### config.mk
export PLATFORM = sky130hd
export DESIGN_NAME = store_buffer
export DESIGN_NICKNAME = d
export VERILOG_FILES = /design/src/rtl/store_buffer.sv
export SDC_FILE = /design/constraint.sdc
export NUM_CORES = 1
export LEC_CHECK = 0
export BUFFER_PORTS_ARGS = -buffer_cell sky130_fd_sc_hd__buf_2
export CORE_MARGIN = 10
export CORE_UTILIZATION = 50
export DETAILED_ROUTE_END_ITERATION = 12
export MAX_ROUTING_LAYER = met4
export PLACE_DENSITY = 0.76
export SYNTH_ARGS = -nofsm -noshare
export SYNTH_HDL_FRONTEND = slang
export SYNTH_SLANG_ARGS = --single-unit
export TNS_END_PERCENT = 30
### constraint.sdc
create_clock -name clk -period 3.7 [get_ports clk]
set_input_delay 0.37 -clock clk [delete_from_list [all_inputs] [get_ports clk]]
set_output_delay 0.37 -clock clk [all_outputs]
set_load 0.005 [all_outputs]
### src/rtl/store_buffer.sv
// ----------------------------------------------------------------------------
// store_buffer
//
// Purpose:
//   Post-commit store buffer between the MEM stage and data memory. Stores are
//   queued in a circular FIFO and drained to memory one at a time, oldest
//   first, under a two-state drain FSM (IDLE / WRITE). Stores are never merged
//   or reordered. Optional store-to-load forwarding returns the youngest
//   buffered store whose word address matches a load lookup.
//
// Configuration:
//   STORE_BUFFER_FWD_EN  - when defined, enables combinational store-to-load
//                          forwarding. When undefined, fwd_hit and fwd_data
//                          are tied to zero and no compare logic is built.
//
// Parameters:
//   DEPTH     - number of buffered entries (power of two, 2..16)
//
// Ports:
//   clk       - clock, all state updates on the rising edge
//   rst       - asynchronous active-high reset, discards all entries
//   wmem      - store request from the MEM stage
//   addr      - store byte address (bits [1:0] ignored, word stores only)
//   di        - store data
//   full      - buffer holds DEPTH entries (pipeline stalls on it)
//   empty     - buffer holds zero entries
//   count     - current entry count
//   mem_we    - write request to data memory (high exactly in WRITE)
//   mem_addr  - head-entry word address, bits [1:0] = 0
//   mem_di    - head-entry data
//   mem_ack   - memory accepted the current write
//   ld_req    - load lookup from the MEM stage
//   ld_addr   - load byte address
//   fwd_hit   - load word address matches a buffered store
//   fwd_data  - data of the youngest matching store, 0 when no hit
// ----------------------------------------------------------------------------
module store_buffer #(
    parameter int DEPTH = 4
) (
    input  logic        clk,
    input  logic        rst,
    input  logic        wmem,
    input  logic [31:0] addr,
    input  logic [31:0] di,
    output logic        full,
    output logic        empty,
    output logic [4:0]  count,
    output logic        mem_we,
    output logic [31:0] mem_addr,
    output logic [31:0] mem_di,
    input  logic        mem_ack,
    input  logic        ld_req,
    input  logic [31:0] ld_addr,
    output logic        fwd_hit,
    output logic [31:0] fwd_data
);

    localparam int         PTR_W   = $clog2(DEPTH);
    localparam logic [4:0] DEPTH_C = 5'(DEPTH);

    typedef enum logic {
        IDLE  = 1'b0,
        WRITE = 1'b1
    } state_t;

    // ------------------------------------------------------------------------
    // State
    // ------------------------------------------------------------------------
    // Only the word address is stored; bits [1:0] are always zero on output.
    logic [29:0]      r_addr_mem [DEPTH];
    logic [31:0]      r_data_mem [DEPTH];
    logic [PTR_W-1:0] r_head;
    logic [PTR_W-1:0] r_tail;
    logic [4:0]       r_count;
    state_t           r_state;
    logic             r_mem_we;

    // ------------------------------------------------------------------------
    // Handshake decode
    // ------------------------------------------------------------------------
    logic       w_full;
    logic       w_empty;
    logic       w_enq;
    logic       w_retire;
    logic [4:0] w_count_nxt;

    // full/empty come from the registered count only, so a store arriving
    // while full is refused even if the head retires on the same edge.
    assign w_full   = (r_count == DEPTH_C);
    assign w_empty  = (r_count == 5'd0);
    assign w_enq    = wmem & ~w_full;
    // mem_ack only matters while a write is actually being presented.
    assign w_retire = r_mem_we & mem_ack;

    assign w_count_nxt = r_count + 5'(w_enq) - 5'(w_retire);

    // ------------------------------------------------------------------------
    // Pointers, count and drain FSM
    // ------------------------------------------------------------------------
    // NOTE: sequential state is assigned with non-blocking (<=) so every
    // register samples pre-edge values; blocking here would let later
    // statements see already-updated pointers and mis-order the FIFO.
    always_ff @(posedge clk or posedge rst) begin
        if (rst) begin
            r_head   <= '0;
            r_tail   <= '0;
            r_count  <= '0;
            r_state  <= IDLE;
            r_mem_we <= 1'b0;
        end else begin
            if (w_enq)
                r_tail <= r_tail + PTR_W'(1);
            if (w_retire)
                r_head <= r_head + PTR_W'(1);
            r_count <= w_count_nxt;

            // The FSM looks at the next count so that the first write is
            // presented on the cycle right after an enqueue into an empty
            // buffer, and WRITE is left only when the last entry retires
            // without a same-cycle enqueue refilling it.
            case (r_state)
                IDLE: begin
                    if (w_count_nxt != 5'd0) begin
                        r_state  <= WRITE;
                        r_mem_we <= 1'b1;
                    end
                end
                WRITE: begin
                    if (w_count_nxt == 5'd0) begin
                        r_state  <= IDLE;
                        r_mem_we <= 1'b0;
                    end
                end
                default: begin
                    r_state  <= IDLE;
                    r_mem_we <= 1'b0;
                end
            endcase
        end
    end

    // ------------------------------------------------------------------------
    // Entry storage
    // ------------------------------------------------------------------------
    // NOTE: the storage array is deliberately not reset; slot validity is
    // tracked by head/tail/count, and every output that reads the array is
    // gated so stale contents never leak out after reset.
    always_ff @(posedge clk) begin
        if (w_enq) begin
            r_addr_mem[r_tail] <= addr[31:2];
            r_data_mem[r_tail] <= di;
        end
    end

    // ------------------------------------------------------------------------
    // Memory-side outputs
    // ------------------------------------------------------------------------
    // The head slot cannot be overwritten while a write is pending: tail only
    // equals head when the buffer is empty (no write) or full (no enqueue),
    // so mem_addr/mem_di hold steady under backpressure.
    assign mem_we   = r_mem_we;
    assign mem_addr = r_mem_we ? {r_addr_mem[r_head], 2'b00} : 32'h0;
    assign mem_di   = r_mem_we ? r_data_mem[r_head] : 32'h0;

    assign full  = w_full;
    assign empty = w_empty;
    assign count = r_count;

    // ------------------------------------------------------------------------
    // Store-to-load forwarding
    // ------------------------------------------------------------------------
`ifdef STORE_BUFFER_FWD_EN
    logic        w_fwd_hit;
    logic [31:0] w_fwd_data;

    // Walk the valid entries from oldest to youngest; a later match
    // overrides an earlier one, so the youngest matching store wins.
    // NOTE: every always_comb output gets a default before the loop;
    // without it a path with no match would infer a latch.
    always_comb begin
        logic [PTR_W-1:0] w_slot;
        w_fwd_hit  = 1'b0;
        w_fwd_data = 32'h0;
        w_slot     = '0;
        for (int k = 0; k < DEPTH; k++) begin
            w_slot = r_head + PTR_W'(k);
            if (ld_req && (5'(k) < r_count) &&
                (r_addr_mem[w_slot] == ld_addr[31:2])) begin
                w_fwd_hit  = 1'b1;
                w_fwd_data = r_data_mem[w_slot];
            end
        end
    end

    assign fwd_hit  = w_fwd_hit;
    assign fwd_data = w_fwd_data;

    // Byte-offset bits take no part in the word-granular match.
    logic w_unused;
    assign w_unused = ^{addr[1:0], ld_addr[1:0]};
`else
    assign fwd_hit  = 1'b0;
    assign fwd_data = 32'h0;

    // Lookup inputs are intentionally unconnected in this build.
    logic w_unused;
    assign w_unused = ^{addr[1:0], ld_req, ld_addr};
`endif

endmodule
# == Word level (Yosys, flattened, before mapping) ==
# Memories as Yosys holds them, arrays and structs flattened.
# Index checks and enable logic that the tools add are counted.
# word_totals
in_bits,101
out_inout_bits,105
regBits,11
mem_count,2
word_cells,32
ram_bits,248
# op_classes
n_eq_ne,3
bitwise,4
addsub,4
muxes,10
n_reduce_logical,4
# memory_table
memory,words,width,read_ports,rd_clocked_by_memory_dff,write_ports,line,rtl
r_data_mem,4,32,1,0,1,71,logic [31:0] r_data_mem [DEPTH];
r_addr_mem,4,30,1,0,1,70,logic [29:0] r_addr_mem [DEPTH];
# ops
op,n
32-bit two-way mux,2
5-bit logical NOT,2
1-bit two-way mux,6
5-bit by 1-bit adder with 5-bit output,1
"5-bit by 3-bit == test with 1-bit output, second input constant",1
5-bit nonzero test,1
5-bit by 1-bit subtractor with 5-bit output,1
"2-bit by 1-bit adder with 2-bit output, second input constant",2
1-bit one-hot mux with 2 select lines,2
1-bit bitwise AND,2
"2-bit by 1-bit inequality test with 1-bit output, second input constant",1
"2-bit inequality test, second input constant",1
1-bit inverter,2
2-bit AND reduction,1

# == Longest topological paths before layout ==
# depth
ltp_word,8
ltp_mapped,16
mapped_depth_nobuf,16

# == Worst setup path after synthesis ==
# No wires, ideal clock.
# synth_path
path_type,register to register
start,register r_count[3] (netlist: count[3])
end,register r_mem_we (netlist: mem_we)
path_slack_ps,76
path_buffers,0
path_stages_with_launch,17
arrival_ps,3500
t_required_ps,3575
cell_sequence,dfrtp_1 inv_1 ha_1 and2_1 nor2b_2 inv_1 ha_1 inv_1 ha_1 inv_1 fa_1 nand2b_1 a21oi_2 xnor2_1 or4_1 ha_1 mux2_2
# synth_via
elab_chain_len,8
word_cells_on_any_way,10
classes_between,add/sub: 2; eq/ne: 3; bitwise: 2; reduce/logical: 3
# synth_rtl
element,line,rtl
start: declaration,74,logic [4:0] r_count;
start signal: assignment,115,r_count <= w_count_nxt;
5-bit by 3-bit == test with 1-bit output (*),89,assign w_full = (r_count == DEPTH_C);
via full,45,"output logic full,"
1-bit inverter (*),91,assign w_enq = wmem & ~w_full;
1-bit bitwise AND (*),91,
5-bit by 1-bit adder with 5-bit output (*),95,assign w_count_nxt = r_count + 5'(w_enq) - 5'(w_retire);
5-bit by 1-bit subtractor with 5-bit output (*),95,
via w_count_nxt[4],85,logic [4:0] w_count_nxt;
5-bit nonzero test or 5-bit logical NOT (tied branches),"123, 129",
2-bit inequality test (no line) or 2-bit by 1-bit inequality test with 1-bit output (tied branches),--,
2-bit AND reduction (no line) (*),--,
end signal: assignment,125,r_mem_we <= 1'b1;
end signal: assignment,131,r_mem_we <= 1'b0;
end signal: assignment,136,r_mem_we <= 1'b0;
end: declaration,76,logic r_mem_we;
# The timed path passes the listed nets; every way through them passes the cells marked *.
# A chain may end at the register's enable or synchronous reset.

# == Final worst setup path ==
# layout_path
start,register r_count[2] (netlist: count[2])
end,register r_mem_we (netlist: mem_we)
# layout_via
elab_chain_len,8
word_cells_on_any_way,10
classes_between,add/sub: 2; eq/ne: 3; bitwise: 2; reduce/logical: 3
# layout_rtl
element,line
5-bit by 3-bit == test with 1-bit output,89
1-bit inverter,91
1-bit bitwise AND,91
5-bit by 1-bit adder with 5-bit output (*),95
5-bit by 1-bit subtractor with 5-bit output (*),95
via w_count_nxt[4],85
5-bit nonzero test or 5-bit logical NOT (tied branches),"123, 129"
2-bit inequality test (no line) or 2-bit by 1-bit inequality test with 1-bit output (tied branches),--
2-bit AND reduction (no line) (*),--
# Marks and branches as above.

==> metrics.txt <==
Req. time, crit path=4.09 ns; critical path capture point type=flop; first-pass GRT wire length=30480 um; R2R depth=15; Rows=52; Worst EP arrival=3.84 ns; GRT overflow=0; Worst Hold Class=in2reg; footprint of the multi-input gates=2335 um2; max cap viols=0; switching fraction of total power=27.70%; CTS HTree Levels=1; Flop pwr share=45.8%; RSZ-0062 raised after global routing=no; CTS tree=yes; core area=20300 um2; Worst Hold Path EP=r_data_mem[2][7]$_DFFE_PP_; Yosys reg bits=259; dpl ws=-0.05952 ns; CP max stage delay=0.44 ns; die area=26830 um2; Lkg Pwr=4.404 nW; nets@finish=756; Util after Layout=59.26%; CP cell instances=ha_4, and2_1, nor2b_2, inv_1, ha_1, inv_1, ha_2, inv_1, fa_2, nand2b_1, a21oi_2, xnor2_2, or4_4, ha_1, mux2_2; CP dominant cell by count=inv_1; Switch Pwr=0.002550 W; Clock Power Share=27.1%; vias per cell=5.194; clock latency on the worst-skew pair=0.51 ns; ranking of synthesized cells by area=edfxtp_1 (72%), mux4_2 (14%), and2_1 (4.2%); # port buffers=135; largest net degree at the start of global routing=65; starting density of the core=50.93%; register-to-register setup slack=0.25 ns; Detail Route Antenna Nets=0; vias=4851; cts bufs inserted=27; WL/cell=21.01 um; Final period util=93.19%; I/O Pins=206; drt pass-1 iters=4; Mapped Avg Cell Area=20.97 um2; Least-Margin Pin Slew=1.012 ns; internal power=0.006654 W; final worst setup slack=0.2521 ns; CP bufs+invs=3; Slew Limit Fails=0; initial antenna violation count=2; WHS Path Cells=1; Max FO, Critical Path=3; top-count cell post-synth=edfxtp_1; Tot GR Track Use=14.87%; mapped cell area=10340 um2; area grow syn2layout=16.35%; WHS=0.07160 ns; Reg area=7731 um2; sequential-to-total area share from yosys stat=74.69%; number of synthesized flops with an enable pin=248; critical path depth=15; number of global-route vias before repair=5485; DIE HEIGHT=163.8 um; PD cells=765.1 nW/um2; status=completed; clock slew at reported path FFs=0.06 ns; Synth Instances=493; Yosys cell types=27; clk_skew=0.008812 ns; clk root buf=clkbuf_16; reg-to-reg endpoint=mem_we$_DFFE_PP0P_; fraction of registers with async set/reset=4.247%; Setup crit start kind=flop; Comb power frac=27.1%; sink count of the clock tree=259; r2r startpoint=count[2]$_DFF_PP0_; Largest delay share family, worst path=adder cells; fmax=290.0 MHz; Final HPWL DP=11530 um; final hold violation count=0; fin crit period=3.448 ns; Worst path slowest cell=or4_4; share of the synthesized area in the top cell type=72.03%; final WL=19620 um; proportion of layout cells with a drive suffix above 1=38.82%; total power=0.009204 W; Final Setup Violations=0; Syn. warnings=0; CTS Buffer Depth=3; die width=163.8 um; Initial DRC Count=231; Setup CP Type=reg2reg; DR DRC count=0; Max VDD drop=0.6313 mV; FILL cells=1485; post-synth top area cell=edfxtp_1; critical hold path startpoint=di[7]; RePlAce Congestion=0.7481; relative slew slack=32.51%; Setup TNS=0 ns; commonest cells in the netlist=edfxtp_1 (248), and2_1 (69), mux4_2 (62); Top FF cell, synth=edfxtp_1
[worst max-delay path by stage]
stage,startpoint,endpoint
3_3_place_gp,count[3]$_DFF_PP0_,mem_we$_DFFE_PP0P_
6_report,count[2]$_DFF_PP0_,mem_we$_DFFE_PP0P_
5_1_grt,count[2]$_DFF_PP0_,mem_we$_DFFE_PP0P_
3_5_place_dp,count[3]$_DFF_PP0_,mem_we$_DFFE_PP0P_
2_1_floorplan,count[3]$_DFF_PP0_,mem_we$_DFFE_PP0P_
4_1_cts,count[2]$_DFF_PP0_,mem_we$_DFFE_PP0P_
[power groups by stage]
stage / combinational [W] / clock (W) / sequential (W)
2_1_floorplan: 0.00189 / 0 / 0.00408
3_3_place_gp: 0.00243 / 0 / 0.00424
3_5_place_dp: 0.00249 / 0 / 0.00429
4_1_cts: 0.00254 / 0.00256 / 0.00422
5_1_grt: 0.00277 / 0.00268 / 0.00428
6_report: 0.00249 / 0.00249 / 0.00421
[final cells by class]
cell class / count / area share, %
diodes: 2 / 0.04161
inverters: 12 / 0.3745
clock buffers: 40 / 6.355
multi-input cells: 200 / 19.41
repair buffers: 142 / 6.179
clock inverters: 9 / 0.5617
well taps: 270 / 2.808
flip-flops and latches: 259 / 64.27
[worst register-to-register path, delay by kind of cell, from the launching register on]
family          cells  cell delay (ns)
simple gates        4             0.88
buf+inv             3             0.17
mux                 1             0.32
compound gates      1             0.19
flops               1             0.41
fa+ha+maj           5             1.28
xor+xnor            1             0.09
[state kept, by name (all words and copies together) (netlist names)]
signal / cells
r_state: 1
r_tail: 2
r_addr_mem: 120
r_head: 2
count: 5
mem_we: 1
r_data_mem: 128
[routing by layer]
layer | vias to the layer above | track usage [%] | routed length, um
met3 | 28 | 4.205 | 1542
met1 | 2500 | 17.76 | 7994
li1 | 2157 | - | -
met2 | 166 | 24.78 | 9767
met5 | - | - | 0
met4 | 0 | 3.412 | 321
[logic make-up (layout without fill, tap and decap cells)]
| group | count (synthesis) | in the layout | synth area share, % |
|---|---|---|---|
| AO/OA/AOI/OAI | 3 | 3 | 0.2057 |
| flip-flops | 259 | 259 | 74.69 |
| AND/OR/NAND/NOR | 78 | 78 | 4.696 |
| multiplexers | 64 | 64 | 13.72 |
| buffers and inverters | 68 | 203 | 4.333 |
| adder cells (fa/ha/maj) | 13 | 13 | 1.646 |
| XOR/XNOR | 7 | 7 | 0.6657 |
| other | 1 | 37 | 0.03627 |
[layout by cell type, fill, tap and decap left out, drive strengths merged, types with 2 or more instances in the layout]
| master | netlist | final |
|---|---|---|
| a21oi | 2 | 2 |
| and2 | 69 | 69 |
| buf | 49 | 141 |
| clkbuf | 7 | 40 |
| clkinv | 0 | 8 |
| conb | 1 | 35 |
| dfrtp | 11 | 11 |
| diode | 0 | 2 |
| edfxtp | 248 | 248 |
| ha | 12 | 12 |
| inv | 12 | 12 |
| mux2 | 2 | 2 |
| mux4 | 62 | 62 |
| nand2b | 2 | 2 |
| nor2b | 2 | 2 |
| xnor2 | 4 | 4 |
| xor2 | 3 | 3 |
[what timing repair did]
action,CTS,global route
resized for setup,1,6
buffers inserted,1,1
hold buffers,1,0
setup endpoints to repair,1,2
pin swaps,0,2
cloned,0,0
hold endpoints to repair,11,0
[per-stage QoR]
step | cell area [um2] | std cells
finish | 12030 | 934
global route | 12030 | 934
CTS | 11990 | 931
detailed placement | 11140 | 880
global placement | 11140 | 880
floorplan | 10470 | 527
Note: power is estimated with default switching activity, not from simulation.
